==> config.mk <==
export PLATFORM = sky130hd
export DESIGN_NAME = obj_line_sequencer
export DESIGN_NICKNAME = d
export VERILOG_FILES = /design/src/rtl/obj_line_sequencer.sv
export SDC_FILE = /design/constraint.sdc
export NUM_CORES = 1
export LEC_CHECK = 0
export CAP_MARGIN = 0
export CORE_ASPECT_RATIO = 0.6
export CORE_UTILIZATION = 48
export DETAILED_ROUTE_END_ITERATION = 12
export PLACE_DENSITY = 0.88
export SYNTH_ARGS = -nofsm -noshare
export SYNTH_HDL_FRONTEND = slang
export SYNTH_SLANG_ARGS = --single-unit
==> constraint.sdc <==
create_clock -name clock_i -period 5.1 [get_ports clock_i]
set_input_delay 0.51 -clock clock_i [delete_from_list [all_inputs] [get_ports clock_i]]
set_output_delay 0.51 -clock clock_i [all_outputs]
set_load 0.02 [all_outputs]
==> src/rtl/obj_line_sequencer.sv <==
// Per-scanline OBJ row builder: clears the back buffer half, then walks OAM 0..127
// and streams each covering object's row pixels into the buffer, one line ahead of display.
module obj_line_sequencer #(
  parameter int CYCLE_BUDGET = 1210
) (
  input  logic        clock_i,
  input  logic        reset_i,
  input  logic        line_start_i,
  input  logic [7:0]  line_i,
  output logic [6:0]  oam_idx_o,
  input  logic [7:0]  obj_y_i,
  input  logic [8:0]  obj_x_i,
  input  logic [6:0]  obj_w_i,
  input  logic [6:0]  obj_h_i,
  input  logic        obj_disable_i,
  input  logic        obj_pal256_i,
  output logic        pix_req_o,
  output logic [6:0]  pix_obj_o,
  output logic [5:0]  pix_line_o,
  output logic [5:0]  pix_idx_o,
  input  logic        pix_valid_i,
  input  logic [15:0] pix_data_i,
  input  logic        pix_transparent_i,
  output logic [7:0]  buf_row_o,
  output logic        buf_clear_o,
  output logic        buf_we_o,
  output logic [7:0]  buf_wcol_o,
  output logic [15:0] buf_wdata_o,
  output logic        buf_palettemode_o,
  output logic        buf_transparent_o,
  output logic        busy_o,
  output logic        done_o,
  output logic        overrun_o
);
  localparam int CW = $clog2(CYCLE_BUDGET + 1);

  typedef enum logic [2:0] {IDLE, CLEAR, OAM_RD, OAM_CHK, FETCH, DONE} state_t;

  state_t        state_q;
  logic [7:0]    buf_row_q, pend_line_q;
  logic          pend_q;
  logic [6:0]    idx_q, w_q;
  logic [8:0]    x_q;
  logic [5:0]    i_q, dy_q;
  logic          pal_q;
  logic [CW-1:0] cnt_q;
  logic          pix_req_q, buf_clear_q, buf_we_q, buf_pal_q;
  logic [7:0]    buf_wcol_q;
  logic [15:0]   buf_wdata_q;
  logic          busy_q, done_q, overrun_q;

  logic [7:0] dy_d;
  logic [5:0] i_d;
  logic [8:0] col_next_d;
  logic       hit_d, last_px_d, last_obj_d, active_d, budget_d;

  always_comb begin
    dy_d       = buf_row_q - obj_y_i;
    hit_d      = !obj_disable_i && (dy_d < {1'b0, obj_h_i});
    i_d        = i_q + 6'd1;
    col_next_d = x_q + {3'b000, i_d};
    last_px_d  = ({1'b0, i_q} == (w_q - 7'd1));
    last_obj_d = (idx_q == 7'd127);
    active_d   = (state_q == OAM_RD) || (state_q == OAM_CHK) || (state_q == FETCH);
    budget_d   = active_d && (cnt_q == CW'(CYCLE_BUDGET));
  end

  always_ff @(posedge clock_i) begin
    if (reset_i) begin
      state_q     <= IDLE;
      buf_row_q   <= '0;
      pend_line_q <= '0;
      pend_q      <= 1'b0;
      idx_q       <= '0;
      w_q         <= '0;
      x_q         <= '0;
      i_q         <= '0;
      dy_q        <= '0;
      pal_q       <= 1'b0;
      cnt_q       <= '0;
      pix_req_q   <= 1'b0;
      buf_clear_q <= 1'b0;
      buf_we_q    <= 1'b0;
      buf_pal_q   <= 1'b0;
      buf_wcol_q  <= '0;
      buf_wdata_q <= '0;
      busy_q      <= 1'b0;
      done_q      <= 1'b0;
      overrun_q   <= 1'b0;
    end else begin
      buf_clear_q <= 1'b0;
      buf_we_q    <= 1'b0;
      done_q      <= 1'b0;
      overrun_q   <= 1'b0;
      if (active_d) cnt_q <= cnt_q + CW'(1);

      // An abort or budget expiry drops any pending request; a write already registered still issues.
      if (line_start_i && (active_d || state_q == CLEAR)) begin
        pend_q      <= 1'b1;
        pend_line_q <= line_i;
        pix_req_q   <= 1'b0;
        done_q      <= 1'b1;
        overrun_q   <= 1'b1;
        state_q     <= DONE;
      end else if (budget_d) begin
        pix_req_q <= 1'b0;
        done_q    <= 1'b1;
        overrun_q <= 1'b1;
        state_q   <= DONE;
      end else begin
        unique case (state_q)
          IDLE: begin
            if (line_start_i) begin
              buf_row_q   <= line_i;
              idx_q       <= '0;
              buf_clear_q <= 1'b1;
              busy_q      <= 1'b1;
              state_q     <= CLEAR;
            end
          end
          CLEAR: begin
            cnt_q   <= '0;
            state_q <= OAM_RD;
          end
          OAM_RD: state_q <= OAM_CHK;
          OAM_CHK: begin
            if (hit_d) begin
              x_q       <= obj_x_i;
              w_q       <= obj_w_i;
              dy_q      <= dy_d[5:0];
              pal_q     <= obj_pal256_i;
              i_q       <= '0;
              pix_req_q <= (obj_x_i < 9'd240);
              state_q   <= FETCH;
            end else if (last_obj_d) begin
              done_q  <= 1'b1;
              state_q <= DONE;
            end else begin
              idx_q   <= idx_q + 7'd1;
              state_q <= OAM_RD;
            end
          end
          FETCH: begin
            if (!pix_req_q || pix_valid_i) begin
              if (pix_req_q) begin
                buf_we_q    <= !pix_transparent_i;
                buf_wcol_q  <= x_q[7:0] + {2'b00, i_q};
                buf_wdata_q <= pix_data_i;
                buf_pal_q   <= pal_q;
              end
              if (last_px_d) begin
                pix_req_q <= 1'b0;
                if (last_obj_d) begin
                  done_q  <= 1'b1;
                  state_q <= DONE;
                end else begin
                  idx_q   <= idx_q + 7'd1;
                  state_q <= OAM_RD;
                end
              end else begin
                i_q       <= i_d;
                pix_req_q <= (col_next_d < 9'd240);
              end
            end
          end
          DONE: begin
            // A line queued by an abort restarts here; a fresh line_start takes precedence.
            if (line_start_i || pend_q) begin
              buf_row_q   <= line_start_i ? line_i : pend_line_q;
              pend_q      <= 1'b0;
              idx_q       <= '0;
              buf_clear_q <= 1'b1;
              state_q     <= CLEAR;
            end else begin
              busy_q  <= 1'b0;
              state_q <= IDLE;
            end
          end
          default: state_q <= IDLE;
        endcase
      end
    end
  end

  assign oam_idx_o         = idx_q;
  assign pix_req_o         = pix_req_q;
  assign pix_obj_o         = idx_q;
  assign pix_line_o        = dy_q;
  assign pix_idx_o         = i_q;
  assign buf_row_o         = buf_row_q;
  assign buf_clear_o       = buf_clear_q;
  assign buf_we_o          = buf_we_q;
  assign buf_wcol_o        = buf_wcol_q;
  assign buf_wdata_o       = buf_wdata_q;
  assign buf_palettemode_o = buf_pal_q;
  assign buf_transparent_o = 1'b0;
  assign busy_o            = busy_q;
  assign done_o            = done_q;
  assign overrun_o         = overrun_q;
endmodule

Word-level counts from Yosys, hierarchy flattened --
Index checks and enable logic that the tools add are counted. W data, S select, Z words.
Cells by class: magnitude comparators 3, shift-type cells 0, reduce and logical (&&, ||, !) cells 29, $mul 0, equal/unequal tests 20, multiplexer cells 51, bitwise logic cells 5, div/mod/pow operators 0, $add $sub $neg 7
Operators by type and width (count):
- $mux W11 | 4
- $mux W7 | 6
- $pmux W7 S4 | 1
- $mux W8 | 3
- $mux W3 | 7
- $mux W1 | 20
- $lt A9 B8 Y1 const B | 2
- $mux W6 | 3
- $pmux W3 S6 | 1
- $pmux W8 S2 | 1
- $reduce_and A5 Y1 | 3
- $ne A2 B2 Y1 const B | 7
- $pmux W6 S2 | 1
- $reduce_and A3 Y1 | 4
- $add A11 B1 Y11 const B | 1
- $eq A11 B11 Y1 const B | 1
- $add A9 B6 Y9 | 1
- $add A8 B6 Y8 | 1
- $lt A8 B7 Y1 | 1
- $pmux W1 S2 | 4
- $reduce_and A8 Y1 | 1
- $reduce_bool A2 Y1 | 4
- $sub A8 B8 Y8 | 1
- $add A7 B1 Y7 const B | 1
- 21 further kinds | 36
Word-level totals: memories kept 0, ROM bits 0, latch bits 0, input port bits 62, flip-flop bits (word level) 98, memory bits (writable) 0

Logic depth before layout (Yosys ltp) --
Gate-level depths: netlist (run 1).
word-level depth 7, depth in mapped cells 19, mapped depth without buffers 17

Worst setup path before layout (run 1) --
Ideal clock, no wire load.
path type input port to flip-flop, from input obj_y_i[0], to register dy_q[4], in the netlist pix_line_o[4], path buffers 2, arrival time 3.262 ns, stages 17, path slack 1.711 ns, setup time 0.128 ns, cells stage by stage ha_1 inv_1 fa_1 a21o_1 a21oi_1 o21bai_1 a21oi_1 xnor2_1 ha_1 or3_1 nor3_1 o21ai_1 buf_2 nor2_4 buf_4 mux2i_1 nor2_1
On the way: cells in the longest elaborated chain, start to end 4
RTL lines:
- start, declared | line 11 | input logic [7:0] obj_y_i,
- $sub A8 B8 Y8 * | line 58 | dy_d = buf_row_q - obj_y_i;
- $lt A8 B7 Y1 | line 59 | hit_d = !obj_disable_i && (dy_d < {1'b0, obj_h_i});
- $logic_and A1 B1 Y1 | line 59
- $reduce_and A4 Y1 (no source line)
- end signal, assigned | line 130 | dy_q <= dy_d[5:0];
- end, declared | line 44 | logic [5:0] i_q, dy_q;
Every way passes the cells marked *; elsewhere a longest branch is shown, timed or not. A chain may end at the register's enable or synchronous reset.

Final worst setup path (run 1) --
from input obj_y_i[0], to register idx_q[0], in the netlist oam_idx_o[0]
On the way: cells in the longest elaborated chain, start to end 5
RTL lines:
- $sub A8 B8 Y8 | line 58
- $lt A8 B7 Y1 | line 59
- $logic_and A1 B1 Y1 | line 59
- $ne A2 B2 Y1 (no source line)
- $reduce_and A8 Y1 (no source line)
- end signal, assigned | line 139 | idx_q <= idx_q + 7'd1;
- end signal, assigned | line 157 | idx_q <= idx_q + 7'd1;
- end, declared | line 42 | logic [6:0] idx_q, w_q;
No other way between the ends.

==> results.py, run 1 <==
metrics = {
    "clock_network": {
        "path_clk_slew_ns": 0.07,
        "cts-htree-levels": 3,
        "clkLatencyLatePin_ns": 0.35,
        "clock_sinks": 98,
        "postCtsSetupBuffers": 0,
        "cts.repair.resized": 0,
        "root_buffer": "clkbuf_16",
        "cts_tree": "yes",
        "hold_buffers": 0,
        "clockBufferDepth": 2,
        "numCtsBuffers": 9,
    },
    "synthesis": {
        "synth_top_family_by_area": "simple AND/OR/NAND/NOR gates",
        "syn_inst": 656,
        "synthMuxAreaShare_pct": 4.78,
        "synthesis.nets": 750,
        "synth.avg_cell_area_um2": 8.30,
        "yosysTopAreaCell": "dfxtp_1",
        "synth-seq-area-share_pct": 36.0,
        "synth.cell_area_um2": 5450,
        "ys_warn_count": 0,
        "ys.flop_type": "dfxtp_1",
        "synth.distinct_cells": 72,
        "yosysMostFrequentCell": "dfxtp_1",
        "synth-seq-cells": 98,
        "yosysTopAreaCellShare_pct": 36.0,
        "async_flop_share_pct": 0,
        "synth_simple_gate_area_share_pct": 20.5,
        "synth_compound_area_share_pct": 20.2,
        "yosys.area_share.adder_pct": 7.83,
        "synth_edf_count": 0,
        "ys_top_cells_by_count": "98 x dfxtp_1, 79 x nand2_1, 72 x nor2_1",
        "yosys-top-cells-area": "dfxtp_1 36%, ha_1 6.9%, nand2_1 5.4%",
        "synth_xor_area_share_pct": 4.66,
    },
    "timing": {
        "rsz0062_at_grt": "false",
        "finalCritPeriodShare_pct": 80.9,
        "tightestPinTransition_ns": 0.968,
        "setup_viol": 0,
        "slew_viol_final": 0,
        "finalHoldViolCount": 0,
        "totalNegativeSetupSlack_ns": 0,
        "slew_headroom_pct": 35.4,
        "finClkSkew_ns": 0.00855,
        "max_freq_ghz": 0.242,
        "whs_ns": 0.451,
        "final.min_clock_period_ns": 4.13,
    },
    "global_routing": {
        "grt_pass1_wl_mm": 24.7,
        "antenna_found_initial": 0,
        "grt_max_degree": 89,
        "grt_pass1_vias": 5036,
        "grt_use_total_pct": 26.2,
        "overflow": 0,
    },
    "power": {
        "clock_power_share_pct": 32.2,
        "p_comb_share_pct": 26.6,
        "p_int_mw": 1.44,
        "switchingPower_uw": 666,
        "swShare_pct": 31.7,
        "total_power_mw": 2.10,
        "p_per_area_nw_per_um2": 299,
        "max-vdd-ir-drop_uv": 251,
        "power_leakage_nw": 2.65,
        "p_seq_share_pct": 41.2,
    },
    "critical_path": {
        "startpoint_type": "input port",
        "startpoint": "obj_y_i[0]",
        "cp_slowest_cell": "clkdlybuf4s50_1",
        "worstReg2RegStart": "buf_row_o[0]$_SDFFE_PP0P_",
        "cp-end-kind": "flop",
        "cp_cell_sequence": "clkdlybuf4s50_1 > ha_1 > inv_1 > fa_1 > a21o_1 > a21oi_1 > o21bai_1 > a21oi_1 > xnor2_1 > ha_1 > nand4_1 > a211oi_1 > nor3_1 > o21ai_1 > and2_1 > a311oi_1 > a41o_1",
        "cp.required_ns": 5.34,
        "crit_type": "input port to flop",
        "crit_fanout": 7,
        "crit_path_max_incr_delay_ns": 0.47,
        "cp.arrival_ns": 4.36,
    },
    "placed_design": {
        "dpl_cell_area_um2": 6720,
        "hpwl_mm": 10.9,
        "port_buffers": 126,
        "gp_congestion": 0.869,
    },
    "floorplanning": {
        "fp.dieArea_um2": 11800,
        "fp.dieW_um": 140,
        "row_count": 29,
        "ios": 128,
        "core-area_um2": 10800,
        "die_h_um": 84.5,
        "initial_utilization_pct": 50.4,
    },
    "status": {
        "status": "finished, final reports clean",
    },
    "layout": {
        "antenna_cells": 0,
        "nNetsFinal": 855,
        "design_area_um2": 7020,
        "utilization_pct": 65.0,
        "area_growth_syn_to_layout_pct": 29.0,
        "drive_gt1_share_pct": 5.61,
    },
    "routing": {
        "wl_per_cell_um": 16.4,
        "drtIter0Drc": 331,
        "dr_total_vias": 5149,
        "drt_wl_total_mm": 14.9,
        "via_per_inst": 5.69,
        "first_pass_iters": 6,
        "route.detailed.drc": 0,
        "antenna_left": 0,
    },
    "job": {
        "cap_violations": 0,
    },
    "hold_path": {
        "hp-start": "buf_wcol_o[2]$_SDFFE_PP0P_",
        "hp-class": "flop to flop",
    },
}
[stage by stage]
step	worst slack, ns	cells
2_1_floorplan	1.71	656
3_3_place_gp	0.921	889
3_5_place_dp	0.739	889
4_1_cts	1.03	905
5_1_grt	0.709	905
6_report	0.975	905
[power by group through the flow]
stage                     Clock, mW  Combinational, mW  Sequential, mW
after global routing          0.719              0.607           0.872
after global placement            0              0.519           0.878
after detailed placement          0              0.543           0.881
after floorplan                   0              0.344           0.888
after CTS                     0.685              0.552           0.864
final                         0.678              0.559           0.866
[state kept, by name, indices dropped and copies added, names as in the netlist, 3 cells and up]
name,cells
cnt_q,11
oam_idx_o,7
state_q,3
buf_wdata_o,16
pend_line_q,8
pix_idx_o,6
w_q,7
buf_row_o,8
x_q,9
buf_wcol_o,8
pix_line_o,6
[kinds of logic (layout without fill, tap and decap cells)]
logic type,after synthesis,count (layout)
other cells,1,1
fa+ha+maj,33,33
mux,26,26
flops,98,98
simple gates,231,231
buf+inv,73,183
compound gates,165,165
xor+xnor,29,29
[critical path, delay by kind of cell]
family          cells  cell delay [ns]
compound gates      8             1.83
xor+xnor            1             0.09
fa+ha+maj           3             0.86
buf+inv             2             0.52
simple gates        3             0.56
[final cells by class]
cell class | count | area, um^2
fill | 860 | 3790
clock inverter | 3 | 21.3
sequential | 98 | 1960
timing repair buffer | 130 | 1290
tap | 139 | 174
clock buffer | 13 | 280
inverter | 37 | 139
multi-input combinational | 485 | 3160
[routing by layer]
layer  vias up  global-route usage (%)  share of wire, %
met2       203                    42.9                46
met4         0                    8.08               1.5
li1       2509                       -                 -
met1      2418                    34.5                45
met3        19                    5.65               6.8
met5         -                       0                 0
[layout by cell type (no fill, tap or decap), drive strengths merged, types with 3 or more instances in the layout]
master / count
o22ai: 3
o31ai: 5
a221oi: 3
clkbuf: 13
xnor2: 16
nor3: 14
nor2b: 5
mux2i: 26
a211oi: 20
ha: 30
inv: 37
nand2b: 9
a21oi: 54
o32ai: 3
and2: 3
xor2: 13
nand3: 9
or3: 7
o21ai: 35
dfxtp: 98
a31oi: 8
nand2: 79
a21o: 5
nand4: 13
nor2: 76
a41o: 3
o211ai: 6
o21a: 3
buf: 5
clkdlybuf4s50: 125
[final timing paths]
path,to,slack [ns],depth (start not counted)
worst max-delay path,oam_idx_o[0]$_SDFFE_PP0P_,0.97,17
worst max register to register,oam_idx_o[0]$_SDFFE_PP0P_,1.23,17
worst min-delay path,buf_wcol_o[2]$_SDFFE_PP0P_,0.45,2
worst min register to register,buf_wcol_o[2]$_SDFFE_PP0P_,0.45,2
(Power assumes the default switching activity.)
==> inputs of run 2 (changes only) <==
- CORE_UTILIZATION: 48 -> 46
- PLACE_DENSITY: 0.88 -> 0.89
- clock period: 5.1 -> 3.5 ns (I/O delays scaled with it)
==> run 2 against run 1 <==
Against the previous run: clock skew is 0.00066 ns lower; count of clock-buffer cells in the layout shrank 3; worst hold slack worse by 0.085 ns; first-iteration DRC count rose by 7.6%; power is 53% higher; sequential power is 44% higher; critical path type is now flop to flop; flip-flop and latch count is the same; critical path depth rose by 1; non-clock buffer count increased by 28; via count rose by 1.2%.
==> results.py, run 2 (synthesized netlist as in run 1, its figures left out) <==
metrics = {
    "clock_network": {
        "clkLatencyLatePin_ns": 0.36,
        "cts-htree-levels": 3,
        "root_buffer": "clkbuf_16",
        "path_clk_slew_ns": 0.07,
        "clock_sinks": 98,
        "cts_tree": "yes",
        "hold_buffers": 0,
        "clockBufferDepth": 2,
        "numCtsBuffers": 9,
    },
    "layout": {
        "fillers": 946,
        "final_cell_mix": "124 x clkdlybuf4s50_1, 97 x dfxtp_1, 79 x nand2_1, 72 x nor2_1, 51 x a21oi_1",
        "stdcell_count": 954,
        "final_common_cell": "clkdlybuf4s50_1",
        "utilization_pct": 64.8,
        "largest_reg_flops": 16,
        "drive_gt1_share_pct": 11.2,
        "area_growth_syn_to_layout_pct": 35.7,
        "seq_area_um2": 1960,
        "antenna_cells": 0,
        "nNetsFinal": 883,
        "multi_input_comb_area_um2": 3240,
    },
    "global_routing": {
        "grt_use_met1_pct": 33.8,
        "grt.met3_usage_pct": 4.48,
        "grt_pass1_vias": 4588,
        "grt_use_total_pct": 23.2,
        "antenna_found_initial": 0,
        "overflow": 0,
        "grt_max_degree": 33,
        "grt_busiest_layer": "met2",
        "grtUsageMet2_pct": 34.7,
        "grt_pass1_wl_mm": 22.6,
    },
    "timing": {
        "fin_ws_ns": 0.129,
        "final.min_clock_period_ns": 3.37,
        "setup_viol": 0,
        "rsz0062_at_grt": "true",
        "slew_headroom_pct": 30.4,
        "finClkSkew_ns": 0.00790,
        "max_freq_ghz": 0.297,
        "finalHoldViolCount": 0,
        "slew_viol_final": 0,
        "finalCritPeriodShare_pct": 96.3,
        "tightestPinTransition_ns": 1.04,
    },
    "job": {
        "cap_violations": 0,
    },
    "power": {
        "p_comb_share_pct": 28.8,
        "total_power_mw": 3.21,
        "p_seq_share_pct": 39.1,
        "power_leakage_nw": 2.80,
        "switchingPower_mw": 1.02,
        "max-vdd-ir-drop_uv": 277,
        "clock_power_share_pct": 32.1,
        "p_per_area_nw_per_um2": 434,
        "swShare_pct": 31.7,
        "p_int_mw": 2.19,
    },
    "floorplanning": {
        "initial_utilization_pct": 47.7,
        "fp.dieArea_um2": 12300,
        "core-area_um2": 11400,
        "fp.dieW_um": 142,
        "die_h_um": 86.3,
        "row_count": 30,
        "ios": 128,
    },
    "routing": {
        "route.detailed.drc": 0,
        "wl_per_cell_um": 15.2,
        "drt_wl_total_mm": 14.5,
        "via_per_inst": 5.46,
        "dr_total_vias": 5213,
        "first_pass_iters": 5,
        "drtIter0Drc": 356,
        "antenna_left": 0,
    },
    "placed_design": {
        "hpwl_mm": 10.5,
        "place_inst": 932,
        "pre_cts_slack_ns": -0.538,
        "port_buffers": 126,
        "gp_congestion": 0.890,
    },
    "critical_path": {
        "startpoint_type": "flop",
        "cp.required_ns": 3.78,
        "cp.arrival_ns": 3.65,
        "crit_type": "flop to flop",
        "crit_fanout": 3,
        "cp-end-kind": "flop",
    },
    "hold_path": {
        "hp-class": "input port to flop",
    },
    "status": {
        "status": "finished, final reports clean",
    },
}
-- run 2: changes by cell type in the layout (fill, tap and decap cells not counted), sizes merged --
cell,before,now
buf,5,32
clkbuf,13,11
inv,37,39
bufinv,0,1
clkdlybuf4s50,125,124
dlymetal6s2s,0,1
-- run 2: worst max-delay path: stages (launching register included) --
cell,delay (ns)
dfxtp_2,0.33
inv_2,0.06
ha_4,0.13
inv_2,0.04
fa_2,0.38
a21o_1,0.20
a21oi_2,0.14
o21bai_1,0.12
a21oi_2,0.18
xnor2_1,0.10
ha_2,0.32
nand4_1,0.12
a211oi_4,0.26
buf_4,0.16
nor4_1,0.04
o21ai_1,0.20
a31oi_1,0.14
o21a_1,0.21
a211oi_2,0.18
-- run 2: metal layers --
layer | vias up | share of wire, %
met5 | - | 0
met2 | 183 | 43
met4 | 0 | 1.5
met1 | 2445 | 49
met3 | 25 | 5.6
li1 | 2560 | -
-- run 2: area by class of cell --
type,instances,area share (%)
Clock buffer,10,3.23
Clock inverter,6,0.982
Inverter,37,1.88
Multi-Input combinational cell,485,43.9
Sequential cell,98,26.6
Tap cell,160,2.71
Timing Repair Buffer,158,20.7
-- run 2: path summary, 6_finish.rpt --
| kind | slack (ns) | depth (start not counted) | endpoint | start |
|---|---|---|---|---|
| hold reg to reg | 0.45 | 2 | buf_wcol_o[2]$_SDFFE_PP0P_ | buf_wcol_o[2]$_SDFFE_PP0P_ |
| setup reg to reg | 0.13 | 18 | state_q[0]$_SDFFE_PP0P_ | buf_row_o[0]$_SDFFE_PP0P_ |
| hold / removal | 0.37 | 3 | pix_line_o[0]$_SDFFE_PP0P_ | obj_y_i[0] |
| setup / recovery | 0.13 | 18 | state_q[0]$_SDFFE_PP0P_ | buf_row_o[0]$_SDFFE_PP0P_ |
-- run 2: repair_timing --
action / 4_1_cts / 5_1_grt
cloned: 0 / 1
endpoints found under the setup margin: 39 / 39
gates resized for setup: 4 / 20
setup buffers: 0 / 5
endpoints found under the hold margin: 0 / 0
pin swaps: 1 / 15
-- run 2: power groups by stage --
| stage | logic [mW] | clock network [mW] | registers [mW] |
|---|---|---|---|
| after floorplan | 0.501 | 0 | 1.29 |
| after global placement | 0.838 | 0 | 1.27 |
| after detailed placement | 0.852 | 0 | 1.28 |
| after CTS | 0.871 | 1.05 | 1.25 |
| after global routing | 1.01 | 1.10 | 1.26 |
| final | 0.926 | 1.03 | 1.25 |
-- run 2: metrics by stage --
step           hold WS, ns  setup TNS (ns)  cell area, um^2
2_1_floorplan        0.429               0             5450
3_3_place_gp         0.441          -11.23             6930
3_5_place_dp         0.443          -18.42             6930
4_1_cts              0.453               0             7260
5_1_grt              0.391         -0.0351             7390
6_report             0.366               0             7390
==> inputs of run 3 (changes only) <==
- CORE_UTILIZATION: 46 -> 48
- PLACE_DENSITY: 0.89 -> 0.88
- clock period: 3.5 -> 4.4 ns (I/O delays scaled with it)
==> run 3 against run 2 <==
Against the previous run: clock skew hardly changed; largest power group unchanged; first-iteration DRC count is 12% higher; count of clock-buffer cells in the layout stayed put; via count is 0.77% lower; critical path type is now input port to flop.
==> results.py, run 3 (synthesized netlist as in run 1, its figures left out) <==
metrics = {
    "status": {
        "status": "finished, final reports clean",
    },
    "global_routing": {
        "grt_pass1_wl_mm": 23.8,
        "antenna_found_initial": 0,
        "grt_pass1_vias": 4906,
        "grt_use_total_pct": 24.8,
        "grt_max_degree": 57,
        "overflow": 0,
    },
    "power": {
        "max-vdd-ir-drop_uv": 215,
        "power_leakage_nw": 2.68,
        "p_per_area_nw_per_um2": 353,
    },
    "layout": {
        "antenna_cells": 0,
        "drive_gt1_share_pct": 5.98,
        "fillers": 862,
        "final_cell_mix": "125 x clkdlybuf4s50_1, 98 x dfxtp_1, 79 x nand2_1, 72 x nor2_1, 54 x a21oi_1",
        "largest_reg_flops": 16,
        "final_common_cell": "clkdlybuf4s50_1",
        "utilization_pct": 65.4,
        "area_growth_syn_to_layout_pct": 29.8,
        "nNetsFinal": 859,
    },
    "floorplanning": {
        "die_h_um": 84.5,
        "core-area_um2": 10800,
        "fp.dieW_um": 140,
        "initial_utilization_pct": 50.4,
        "row_count": 29,
        "ios": 128,
        "fp.dieArea_um2": 11800,
    },
    "hold_path": {
        "hp-class": "flop to flop",
    },
    "critical_path": {
        "cp.required_ns": 4.64,
        "crit_path_max_incr_delay_ns": 0.46,
        "crit_type": "input port to flop",
        "cp_cell_sequence": "clkdlybuf4s50_1 > ha_1 > inv_1 > fa_1 > a21o_1 > a21oi_1 > o21bai_1 > a21oi_1 > xnor2_1 > ha_1 > nand4_1 > a211oi_1 > nor3_1 > o21ai_1 > and2_1 > a311oi_1 > a41o_1",
        "cp_slowest_cell": "clkdlybuf4s50_1",
        "crit_fanout": 7,
        "critPathBufInv": 2,
        "critPathTopFamily": "compound AO/OA/AOI/OAI gates",
        "cp-end-kind": "flop",
        "startpoint_type": "input port",
        "cp.arrival_ns": 4.24,
    },
    "placed_design": {
        "gp_congestion": 0.849,
        "pre_cts_slack_ns": 0.156,
        "hpwl_mm": 10.7,
        "port_buffers": 126,
    },
    "clock_network": {
        "numCtsBuffers": 9,
        "clock_sinks": 98,
        "path_clk_slew_ns": 0.07,
        "postCtsSetupBuffers": 0,
        "clockBufferDepth": 2,
        "cts_tree": "yes",
        "cts.repair.resized": 0,
        "hold_buffers": 0,
        "cts-htree-levels": 3,
        "clkLatencyLatePin_ns": 0.35,
        "root_buffer": "clkbuf_16",
    },
    "timing": {
        "fin_ws_ns": 0.406,
        "finClkSkew_ns": 0.00742,
        "tightestPinTransition_ns": 1.06,
        "max_freq_ghz": 0.250,
        "finalHoldViolCount": 0,
        "finalCritPeriodShare_pct": 90.8,
        "rsz0062_at_grt": "false",
        "slew_viol_final": 0,
        "final.min_clock_period_ns": 3.99,
        "setup_viol": 0,
        "totalNegativeSetupSlack_ns": 0,
        "slew_headroom_pct": 29.4,
    },
    "routing": {
        "wl_per_cell_um": 16.1,
        "first_pass_iters": 4,
        "dr_total_vias": 5173,
        "drt_wl_total_mm": 14.6,
        "drtIter0Drc": 399,
        "route.detailed.drc": 0,
        "via_per_inst": 5.70,
        "antenna_left": 0,
    },
    "job": {
        "cap_violations": 0,
    },
}
-- run 3: cell type report --
type	count	area, um^2	share of cell area [%]
clock buffers	10	239	3.38
clock inverters	5	78.8	1.11
inverters	37	139	1.96
multi-input cells	485	3160	44.7
flip-flops and latches	98	1960	27.7
well taps	139	174	2.46
repair buffers	134	1320	18.6
-- run 3: layer usage --
metal / global-route usage (%) / vias to the layer above / share of wire [%]
li1: - / 2518 / -
met1: 33.0 / 2440 / 46
met2: 41.3 / 205 / 46
met3: 6.10 / 10 / 7.1
met4: 4.04 / 0 / 0.60
met5: 0 / - / 0
-- run 3: power by group --
group	internal [mW]	switching, mW
clock network	0.510	0.348
registers	0.938	0.0651
logic	0.281	0.355
-- run 3: path summary, 6_finish.rpt --
path | startpoint | cells after the start | endpoint | slack, ns
max | obj_y_i[0] | 17 | oam_idx_o[1]$_SDFFE_PP0P_ | 0.41
min | buf_wdata_o[1]$_SDFFE_PP0P_ | 2 | buf_wdata_o[1]$_SDFFE_PP0P_ | 0.45
max reg2reg | buf_row_o[0]$_SDFFE_PP0P_ | 17 | oam_idx_o[1]$_SDFFE_PP0P_ | 0.57
min reg2reg | buf_wdata_o[1]$_SDFFE_PP0P_ | 2 | buf_wdata_o[1]$_SDFFE_PP0P_ | 0.45
-- run 3: stage by stage --
| stage | hold WS, ns | instances | power, mW | area (um^2) |
|---|---|---|---|---|
| 2_1_floorplan | 0.431 | 656 | 1.43 | 5450 |
| 3_3_place_gp | 0.441 | 893 | 1.62 | 6750 |
| 3_5_place_dp | 0.444 | 893 | 1.64 | 6750 |
| 4_1_cts | 0.454 | 908 | 2.49 | 7070 |
| 5_1_grt | 0.480 | 908 | 2.60 | 7070 |
| 6_report | 0.453 | 908 | 2.50 | 7070 |
-- run 3: worst register-to-register path: stages, from the launching register on --
cell and delay [ns]:
dfxtp_1 0.34, inv_1 0.06, ha_1 0.15, inv_1 0.05, fa_1 0.42, a21o_1 0.18, a21oi_1 0.24, o21bai_1 0.11
a21oi_1 0.20, xnor2_1 0.09, ha_1 0.30, nand4_1 0.09, a211oi_1 0.34, nor3_1 0.09, o21ai_1 0.32, and2_1 0.35
a311oi_1 0.13, a41o_1 0.25
